--- src/rtl/conv_window_gen_pkg.sv ---
// Shared constants, the window-width helper and the FSM state type for the
// sliding-window generator.
package conv_window_gen_pkg;

  localparam int IMG_WIDTH_DEF   = 28;
  localparam int IMG_HEIGHT_DEF  = 28;
  localparam int FILTER_SIZE_DEF = 5;
  localparam int DATA_BITS_DEF   = 8;

  // Width of one packed FILTER_SIZE x FILTER_SIZE window.
  function automatic int win_bits(input int filter_size, input int data_bits);
    return filter_size * filter_size * data_bits;
  endfunction

  localparam int WIN_BITS_DEF = FILTER_SIZE_DEF * FILTER_SIZE_DEF * DATA_BITS_DEF;

  // FILL: not enough rows buffered yet; RUN: windows may be emitted.
  typedef enum logic {
    FILL = 1'b0,
    RUN  = 1'b1
  } win_state_e;

endpackage

--- src/rtl/conv_line_buffer.sv ---
// Single-row FIFO of depth DEPTH built from a RAM and a wrap-around pointer.
// On every shift the word written DEPTH shifts ago is presented on dout_o and
// replaced by din_i, so dout_o is the pixel one row above the incoming pixel.
module conv_line_buffer
  import conv_window_gen_pkg::*;
#(
  parameter int DEPTH     = IMG_WIDTH_DEF,
  parameter int DATA_BITS = DATA_BITS_DEF
) (
  input  logic                 clk,
  input  logic                 rst,
  input  logic                 shift_en_i,
  input  logic [DATA_BITS-1:0] din_i,
  output logic [DATA_BITS-1:0] dout_o
);

  localparam int PTR_W = (DEPTH > 1) ? $clog2(DEPTH) : 1;

  logic [DATA_BITS-1:0] mem [DEPTH];
  logic [PTR_W-1:0]     ptr_q;
  logic [PTR_W-1:0]     ptr_d;

  // Next pointer position, wrapping after the last column.
  always_comb begin
    ptr_d = ptr_q;
    if (shift_en_i) begin
      ptr_d = (ptr_q == PTR_W'(DEPTH - 1)) ? '0 : ptr_q + 1'b1;
    end
  end

  // Pointer register; realigns with column 0 whenever the frame restarts.
  always_ff @(posedge clk or posedge rst) begin
    if (rst) begin
      ptr_q <= '0;
    end else begin
      ptr_q <= ptr_d;
    end
  end

  // RAM write of the incoming pixel into the slot being vacated.
  always_ff @(posedge clk) begin
    if (shift_en_i) begin
      mem[ptr_q] <= din_i;
    end
  end

  // Oldest word is read at the current pointer, ahead of being overwritten.
  assign dout_o = mem[ptr_q];

endmodule

--- src/rtl/conv_window_gen.sv ---
// Streaming FILTER_SIZE x FILTER_SIZE window generator. Buffers FILTER_SIZE-1
// rows in cascaded line buffers, keeps the live window in a register array and
// emits a valid strobe only for windows lying fully inside the image.
module conv_window_gen
  import conv_window_gen_pkg::*;
#(
  parameter int IMG_WIDTH   = IMG_WIDTH_DEF,
  parameter int IMG_HEIGHT  = IMG_HEIGHT_DEF,
  parameter int FILTER_SIZE = FILTER_SIZE_DEF,
  parameter int DATA_BITS   = DATA_BITS_DEF
) (
  input  logic                                              clk,
  input  logic                                              rst,
  input  logic                                              in_val,
  input  logic [DATA_BITS-1:0]                              pixel_in,
  output logic [win_bits(FILTER_SIZE, DATA_BITS)-1:0]       data_out,
  output logic                                              out_val,
  output logic                                              frame_done
);

  localparam int F     = FILTER_SIZE;
  localparam int NLB   = FILTER_SIZE - 1;
  localparam int COL_W = $clog2(IMG_WIDTH);
  localparam int ROW_W = $clog2(IMG_HEIGHT);

  logic [DATA_BITS-1:0] lb_din  [NLB];
  logic [DATA_BITS-1:0] lb_dout [NLB];
  logic [DATA_BITS-1:0] col_pix [F];

  logic [DATA_BITS-1:0] win_q [F][F];
  logic [DATA_BITS-1:0] win_d [F][F];

  win_state_e       state_q, state_d;
  logic [COL_W-1:0] col_cnt_q, col_cnt_d;
  logic [ROW_W-1:0] row_cnt_q, row_cnt_d;
  logic             out_val_q, out_val_d;
  logic             frame_done_q, frame_done_d;

  // Line buffer cascade: buffer 0 takes the new pixel, buffer k takes the
  // output of buffer k-1, so buffer k emits the pixel k+1 rows above.
  generate
    for (genvar gi = 0; gi < NLB; gi++) begin : g_lb
      if (gi == 0) begin : g_first
        assign lb_din[gi] = pixel_in;
      end else begin : g_chain
        assign lb_din[gi] = lb_dout[gi-1];
      end
      conv_line_buffer #(
        .DEPTH     (IMG_WIDTH),
        .DATA_BITS (DATA_BITS)
      ) u_line_buffer (
        .clk        (clk),
        .rst        (rst),
        .shift_en_i (in_val),
        .din_i      (lb_din[gi]),
        .dout_o     (lb_dout[gi])
      );
    end
  endgenerate

  // Incoming column, top (oldest) row first, current pixel at the bottom.
  generate
    for (genvar gi = 0; gi < F; gi++) begin : g_col
      if (gi == F - 1) begin : g_bottom
        assign col_pix[gi] = pixel_in;
      end else begin : g_upper
        assign col_pix[gi] = lb_dout[F-2-gi];
      end
    end
  endgenerate

  // Window shift: every column moves one left, new column enters on the right.
  generate
    for (genvar gi = 0; gi < F; gi++) begin : g_win_row
      for (genvar gc = 0; gc < F; gc++) begin : g_win_col
        if (gc == F - 1) begin : g_new
          assign win_d[gi][gc] = in_val ? col_pix[gi] : win_q[gi][gc];
        end else begin : g_shift
          assign win_d[gi][gc] = in_val ? win_q[gi][gc+1] : win_q[gi][gc];
        end
        assign data_out[(gi*F+gc)*DATA_BITS +: DATA_BITS] = win_q[gi][gc];
      end
    end
  endgenerate

  // Window register array; cleared so data_out reads zero after reset.
  always_ff @(posedge clk or posedge rst) begin
    if (rst) begin
      for (int r = 0; r < F; r++) begin
        for (int c = 0; c < F; c++) begin
          win_q[r][c] <= '0;
        end
      end
    end else begin
      win_q <= win_d;
    end
  end

  // Next state, counters and strobes; only accepted pixels advance anything.
  always_comb begin
    logic last_col;
    logic last_row;
    state_d      = state_q;
    col_cnt_d    = col_cnt_q;
    row_cnt_d    = row_cnt_q;
    out_val_d    = 1'b0;
    frame_done_d = 1'b0;
    last_col     = (col_cnt_q == COL_W'(IMG_WIDTH - 1));
    last_row     = (row_cnt_q == ROW_W'(IMG_HEIGHT - 1));
    if (in_val) begin
      col_cnt_d = last_col ? '0 : col_cnt_q + 1'b1;
      if (last_col) begin
        row_cnt_d = last_row ? '0 : row_cnt_q + 1'b1;
      end
      frame_done_d = last_col && last_row;
      case (state_q)
        FILL: begin
          // The last pixel of row F-2 completes the line buffer fill.
          if (last_col && (row_cnt_q == ROW_W'(F - 2))) begin
            state_d = RUN;
          end
        end
        RUN: begin
          // Leftmost F-1 columns would form windows wrapping across rows.
          out_val_d = (col_cnt_q >= COL_W'(F - 1));
          if (last_col && last_row) begin
            state_d = FILL;
          end
        end
        default: state_d = FILL;
      endcase
    end
  end

  // State, counter and strobe registers.
  always_ff @(posedge clk or posedge rst) begin
    if (rst) begin
      state_q      <= FILL;
      col_cnt_q    <= '0;
      row_cnt_q    <= '0;
      out_val_q    <= 1'b0;
      frame_done_q <= 1'b0;
    end else begin
      state_q      <= state_d;
      col_cnt_q    <= col_cnt_d;
      row_cnt_q    <= row_cnt_d;
      out_val_q    <= out_val_d;
      frame_done_q <= frame_done_d;
    end
  end

  assign out_val    = out_val_q;
  assign frame_done = frame_done_q;

endmodule

--- config.mk ---
export PLATFORM = sky130hd
export DESIGN_NAME = conv_window_gen
export DESIGN_NICKNAME = d
export VERILOG_FILES = /design/src/rtl/conv_window_gen_pkg.sv /design/src/rtl/conv_line_buffer.sv /design/src/rtl/conv_window_gen.sv
export SDC_FILE = /design/constraint.sdc
export NUM_CORES = 1
export LEC_CHECK = 0
export BUFFER_PORTS_ARGS = -buffer_cell sky130_fd_sc_hd__buf_2
export CELL_PAD_IN_SITES_DETAIL_PLACEMENT = 1
export CELL_PAD_IN_SITES_GLOBAL_PLACEMENT = 1
export CORE_MARGIN = 3
export CORE_UTILIZATION = 55
export CTS_BUF_LIST = sky130_fd_sc_hd__clkbuf_8
export DETAILED_ROUTE_END_ITERATION = 8
export PLACE_DENSITY = 0.83
export SYNTH_ARGS = -nofsm -noshare
export SYNTH_HDL_FRONTEND = slang
export SYNTH_HIERARCHICAL = 1
export SYNTH_SLANG_ARGS = --single-unit
--- constraint.sdc ---
create_clock -name clk -period 10.37 [get_ports clk]
set_input_delay 3.111 -clock clk [delete_from_list [all_inputs] [get_ports clk]]
set_output_delay 3.111 -clock clk [all_outputs]
set_load 0.05 [all_outputs]
==> reports/qor.yml, run 1 <==
startpoint_type: "input pin"
r2r_start: "g_lb[0].u_line_buffer/ptr_q[1]"
drive_gt1_share_pct: 28.62
drc_errors: 0
cts_sinks: 1129
htree_levels: 4
r2r_setup_slack_ns: 6.54
setup_viol: 0
crit_start: "in_val"
port_buffers: 212
routabilityCongestion: 0.8458
worst_slack_ns: 5.296
hold_viol: 0
grt_usage_pct: 27.00
grt_max_degree: 148
clock_latency_ns: 0.85
peakVddDrop_uv: 354.1
nets: 2803
drv_slew: 0
hold_path_end: "data_out[86]"
core_area_um2: 79520
min_path_cells: 1
dr.pass1.iters: 7
synth-main-ff-cell: "edfxtp_1"
max-cap-violations: 0
dp_cells: 3640
placed_cell_area_um2: 46520
io_pins: 213
start_util_pct: 55.96
reg2reg_depth: 7
p_leak_uw: 0.01804
cts_resized: 0
finalInstanceArea_um2: 50160
cts_tree: "done"
required_ns: 11.08
endpoint_kind: "flop"
drtAntennaViolNets: 0
synth_xor_area_share_pct: 0.2559
dp_slack_ns: 4.562
netlist_instances: 2457
cts_buffer_depth: 3
synth_area_leaders: "edfxtp_1, dfrtp_1, mux2i_1"
grt_pass1_vias: 27020
criticalPathCategory: "input pin to flop"
wl_per_cell_um: 28.51
max_freq_mhz: 197.1
finalSetupTns_ns: 0
synth_compound_area_share_pct: 2.826
timing.rr.end: "data_out[157]"
synth_top_family_by_area: "multiplexers"
syn_avg_cell_area_um2: 18.11
synth_top_area_cell: "edfxtp_1"
synthToLayoutAreaGrowth_pct: 12.73
synthTopCellsByCount: "edfxtp_1, mux2i_1, dfrtp_1, mux2_2, mux4_2"
final.min_clock_period_ns: 5.074
yosysTopAreaCellShare_pct: 60.47
ys_seq_area_share_pct: 73.57
synthMuxAreaShare_pct: 16.61
die-area_um2: 84350
via_per_inst: 6.203
drt-initial-drc-count: 2369
holdBufCountCts: 0
critPathArrivalTime_ns: 5.78
cts_buffers: 176
synth_fa_ha_area_share_pct: 0.6467
syn-cell-area_um2: 44500
slew_headroom_pct: 13.55
post-synth-top-count-cell: "edfxtp_1"
clock_skew_ns: 0.06140
power_density_nw_per_um2: 346.7
clkSlewWorstSetupHoldPaths_ns: 0.06
path_max_fanout: 131
post-cts-setup-buffer-count: 0
grt_remaining_overflow: 0
post-route-period-util_pct: 48.93
hold_ws_ns: 0.5027
num_vias: 24660
fin_cells: 3975
syn-num-nets: 2491
die_w_um: 290.4
hp-class: "flop to flop"
rsz0062_at_grt: "false"
worst_pin_slew_ns: 1.287
status: "complete, no violations"
yosysWarnings: 6
die_y_um: 290.4
hpwl_mm: 69.47
ys_types: 46
ys_ff_latch: 1129
cts_root_buf: "clkbuf_8"
synth_edf_count: 896
routed_wl_mm: 113.3
synth-simple-area-share_pct: 4.308
async_reset_ff_share_pct: 20.64
rows: 103
grt_pass1_wl_mm: 173.6
min_from: "data_out[86]"
grt_antenna_before_repair: 3
==> cell type report <==
class	instances	area, um2
Fill cell	6917	29360
Clock buffer	199	2739
Tap cell	1050	1314
Timing Repair Buffer	254	1386
Antenna cell	4	10.01
Multi-Input combinational cell	1188	10990
Inverter	20	82.58
Clock inverter	131	885.9
Sequential cell	1129	32760
==> worst max path at each step <==
stage | depth (start not counted) | to
floorplan | 1 | col_cnt_q[0]
global placement | 5 | row_cnt_q[3]
detailed placement | 5 | row_cnt_q[3]
CTS | 1 | data_out[132]
global route | 5 | row_cnt_q[3]
finish | 5 | row_cnt_q[3]
==> flip-flops by register name, summed over array words and instances, names as in the netlist <==
name / cells
col_cnt_q: 5
data_out: 200
frame_done: 1
g_lb.u_line_buffer/mem: 896
g_lb.u_line_buffer/ptr_q: 20
out_val: 1
row_cnt_q: 5
state_q: 1
==> cells by family after synthesis <==
group	Yosys count
compound gates	180
xor+xnor	13
fa+ha+maj	23
buf+inv	140
flops	1129
mux	587
simple gates	385
==> where the power goes <==
| group | leakage, uW | switching (uW) | internal (uW) | total (uW) |
|---|---|---|---|---|
| Sequential | 0.0109 | 682 | 6600 | 7280 |
| Clock | 0.00203 | 1800 | 1990 | 3790 |
| Combinational | 0.00516 | 4540 | 1780 | 6320 |
==> worst max-delay path, cell delays in order <==
cell,delay (ns)
buf_8,0.63
buf_4,0.80
nand2_1,0.32
or4_1,0.58
o21ai_0,0.10
==> through the flow <==
step           total power (uW)  util, %
2_1_floorplan             11230        -
3_3_place_gp              13170    58.50
3_5_place_dp              13580    58.50
4_1_cts                   17440    63.06
5_1_grt                   18080    63.07
6_report                  17390    63.08
==> cell usage in the layout, fill, tap and decap left out, types with 5 or more instances in the layout <==
master       n
ha_1        23
o211ai_1    28
clkinv_1    32
a31oi_1      5
a21oi_1      6
buf_2      211
a22oi_1     32
inv_12       5
nor2_1      97
nand3b_1     5
nor3_1      21
nand3_1     60
clkbuf_8   199
mux2_2     211
bufinv_16    8
o22ai_1     48
mux2i_1    276
nand2_1     85
nand4_1     38
inv_1       59
o21ai_0     15
dfrtp_1    225
nand2b_1     9
clkinv_2    31
edfxtp_1   896
xor2_1       9
nor2b_1     13
buf_4       41
a211oi_1    26
and2_1      33
mux4_2     100
==> routing by layer <==
| layer | share of wire, % | track usage, % | wire length [um] |
|---|---|---|---|
| met5 | 0.011 | 0 | 12 |
| met4 | 3.2 | 9.749 | 3640 |
| met3 | 6.6 | 4.853 | 7484 |
| met2 | 51 | 46.04 | 57780 |
| met1 | 39 | 35.11 | 44390 |
Note: power is estimated with default switching activity, not from simulation.
==> inputs of run 2 (changes only) <==
- clock period: 10.37 -> 5.3 ns (I/O delays scaled with it)
==> run 2 against run 1 <==
- count of clock-buffer cells in the layout is 11 lower
- register-to-register slack worse by 5.0 ns
- routed wire length is 2.7% lower
- via count is 1.6% lower
- sequential power is 99% higher
- setup slack worse by 3.8 ns
- final cell count is 0.20% lower
- die area stayed put
- highest routed layer is now met4
==> reports/qor.yml, run 2 (synthesis results as in run 1) <==
cts_buffers: 173  # -1.7%
internal-power_uw: 19940  # +92%
port_buffers: 212  # unchanged
drtAntennaViolNets: 0  # unchanged
final.min_clock_period_ns: 3.798
endpoint_kind: "flop"
drv_slew: 0  # unchanged
hpwl_mm: 69.63  # +0.24%
drc_errors: 0  # unchanged
cts_resized: 0  # unchanged
grt_antenna_before_repair: 2  # -1
cts_tree: "done"
post-cts-setup-buffer-count: 0  # unchanged
grt_remaining_overflow: 0  # unchanged
finalSetupTns_ns: 0  # unchanged
grt_pass1_wl_mm: 169.2  # -2.6%
drive_gt1_share_pct: 27.58  # -1.0 points
max_freq_mhz: 263.3
critPathArrivalTime_ns: 4.48  # -1.30 ns
dr.pass1.iters: 5  # -2
largest_reg_flops: 896  # unchanged
setup_viol: 0  # unchanged
nets: 2801  # -0.071%
slew_headroom_pct: 12.32  # -1.2 points
synthToLayoutAreaGrowth_pct: 12.18
clock_skew_ns: 0.05994  # -0.001466 ns
routed_wl_mm: 110.3  # -2.7%
total_power_uw: 33290  # +91%
status: "complete, no violations"
num_vias: 24260  # -1.6%
final_util_pct: 62.78  # -0.31 points
hold_viol: 0  # unchanged
peakVddDrop_uv: 551.4  # +56%
seqPwrFrac_pct: 43.5  # +1.6 points
die_w_um: 290.4  # unchanged
wl_per_cell_um: 27.80  # -2.5%
holdBufCountCts: 0  # unchanged
clkSlewWorstSetupHoldPaths_ns: 0.06  # about the same
power_density_nw_per_um2: 666.9  # +92%
path_max_fanout: 57  # -56%
worst_slack_ns: 1.502  # -3.794 ns
rows: 103  # unchanged
cts_buffer_depth: 3  # unchanged
hold_ws_ns: 0.5019  # -0.0008240 ns
max-cap-violations: 0  # unchanged
p_clk_share_pct: 20.9  # -0.9 points
via_per_inst: 6.116  # -1.4%
grt_usage_pct: 26.25  # -0.75 points
required_ns: 5.98  # -5.10 ns
routabilityCongestion: 0.8084  # -4.4%
die_y_um: 290.4  # unchanged
criticalPathCategory: "flop to flop"
htree_levels: 4  # unchanged
final_common_cell: "edfxtp_1"
max_flop_register: "g_lb.u_line_buffer/mem"
dp_slack_ns: 1.372  # -3.190 ns
cts_root_buf: "clkbuf_8"
grt_max_degree: 129  # -13%
cts_sinks: 1129  # unchanged
io_pins: 213  # unchanged
pwr-share-comb_pct: 35.7  # -0.7 points
grt_pass1_vias: 26520  # -1.9%
p_sw_uw: 13350  # +90%
drt-initial-drc-count: 2332  # -1.6%
start_util_pct: 55.96  # unchanged
rsz0062_at_grt: "false"
post-route-period-util_pct: 71.66
hp-class: "flop to flop"
startpoint_type: "flop"
worst_pin_slew_ns: 1.305  # +0.01835 ns
sw_frac_of_total_pct: 40.11  # -0.26 points
p_leak_uw: 0.01795  # -0.49%
final_cell_mix: "edfxtp_1, mux2i_1, dfrtp_1, mux2_2, buf_2"
core_area_um2: 79520  # unchanged
clock_latency_ns: 0.83  # -0.02 ns
die-area_um2: 84350  # unchanged
==> run 2: changes by cell type in the layout (fill, tap and decap cells not counted), moves of 2 or more <==
cell / before / now
clkinv_2: 31 / 14
clkinv_1: 32 / 44
clkbuf_8: 199 / 188
inv_1: 59 / 75
inv_8: 2 / 4
inv_12: 5 / 1
nor3_2: 0 / 2
nor3_1: 21 / 19
clkinvlp_4: 4 / 2
diode_2: 4 / 2
bufinv_16: 8 / 5
==> run 2: worst max-delay path, cell delays in order, from the launching register on <==
cell and delay [ns]:
dfrtp_4 1.06, buf_4 0.66, mux2i_1 0.28, nand3_1 0.12
nand4_1 0.16, nand3_1 0.75, mux2_2 0.61
==> run 2: stage by stage <==
step | cells | area (um2)
after floorplan | 2457 | 44500
after global placement | 3641 | 46530
after detailed placement | 3641 | 46530
after CTS | 3964 | 49880
after global routing | 3966 | 49910
final | 3967 | 49920
==> run 2: final timing paths <==
kind	startpoint	endpoint	slack (ns)	cells past startpoint
worst max register to register	g_lb[2].u_line_buffer/ptr_q[1]	data_out[78]	1.50	6
max in group asynchronous	rst	data_out[57]	3.52	3
worst min-delay path	data_out[165]	data_out[165]	0.50	1
worst max-delay path	g_lb[2].u_line_buffer/ptr_q[1]	data_out[78]	1.50	6
min in group asynchronous	rst	g_lb[2].u_line_buffer/ptr_q[2]	0.85	2
worst min register to register	data_out[165]	data_out[165]	0.50	1
==> run 2: layout make-up <==
class                   instances  area, um2
repair buffers                255       1414
inverters                      20      78.83
clock inverters               135      754.5
fillers                      7008      29600
multi-input cells            1188      11010
clock buffers                 188       2587
well taps                    1050       1314
diodes                          2      5.005
flip-flops and latches       1129      32760
==> run 2: power groups by stage <==
stage                     Combinational, uW  Clock (uW)  Sequential, uW
final                                 11900        6940           14500
after global routing                  12500        7490           14700
after CTS                             11800        7100           14500
after detailed placement              11700           0           14600
after global placement                11100           0           14500
after floorplan                        5860           0           16100
==> run 2: per-layer routing <==
| layer | vias up | routed length (um) | global-route usage, % | part of all wire, % |
|---|---|---|---|---|
| li1 | 10330 | - | - | - |
| met4 | 0 | 3079 | 8.673 | 2.8 |
| met5 | - | 0 | 0 | 0 |
| met1 | 12750 | 43630 | 34.50 | 40 |
| met2 | 997 | 56460 | 44.63 | 51 |
| met3 | 187 | 7131 | 4.883 | 6.5 |
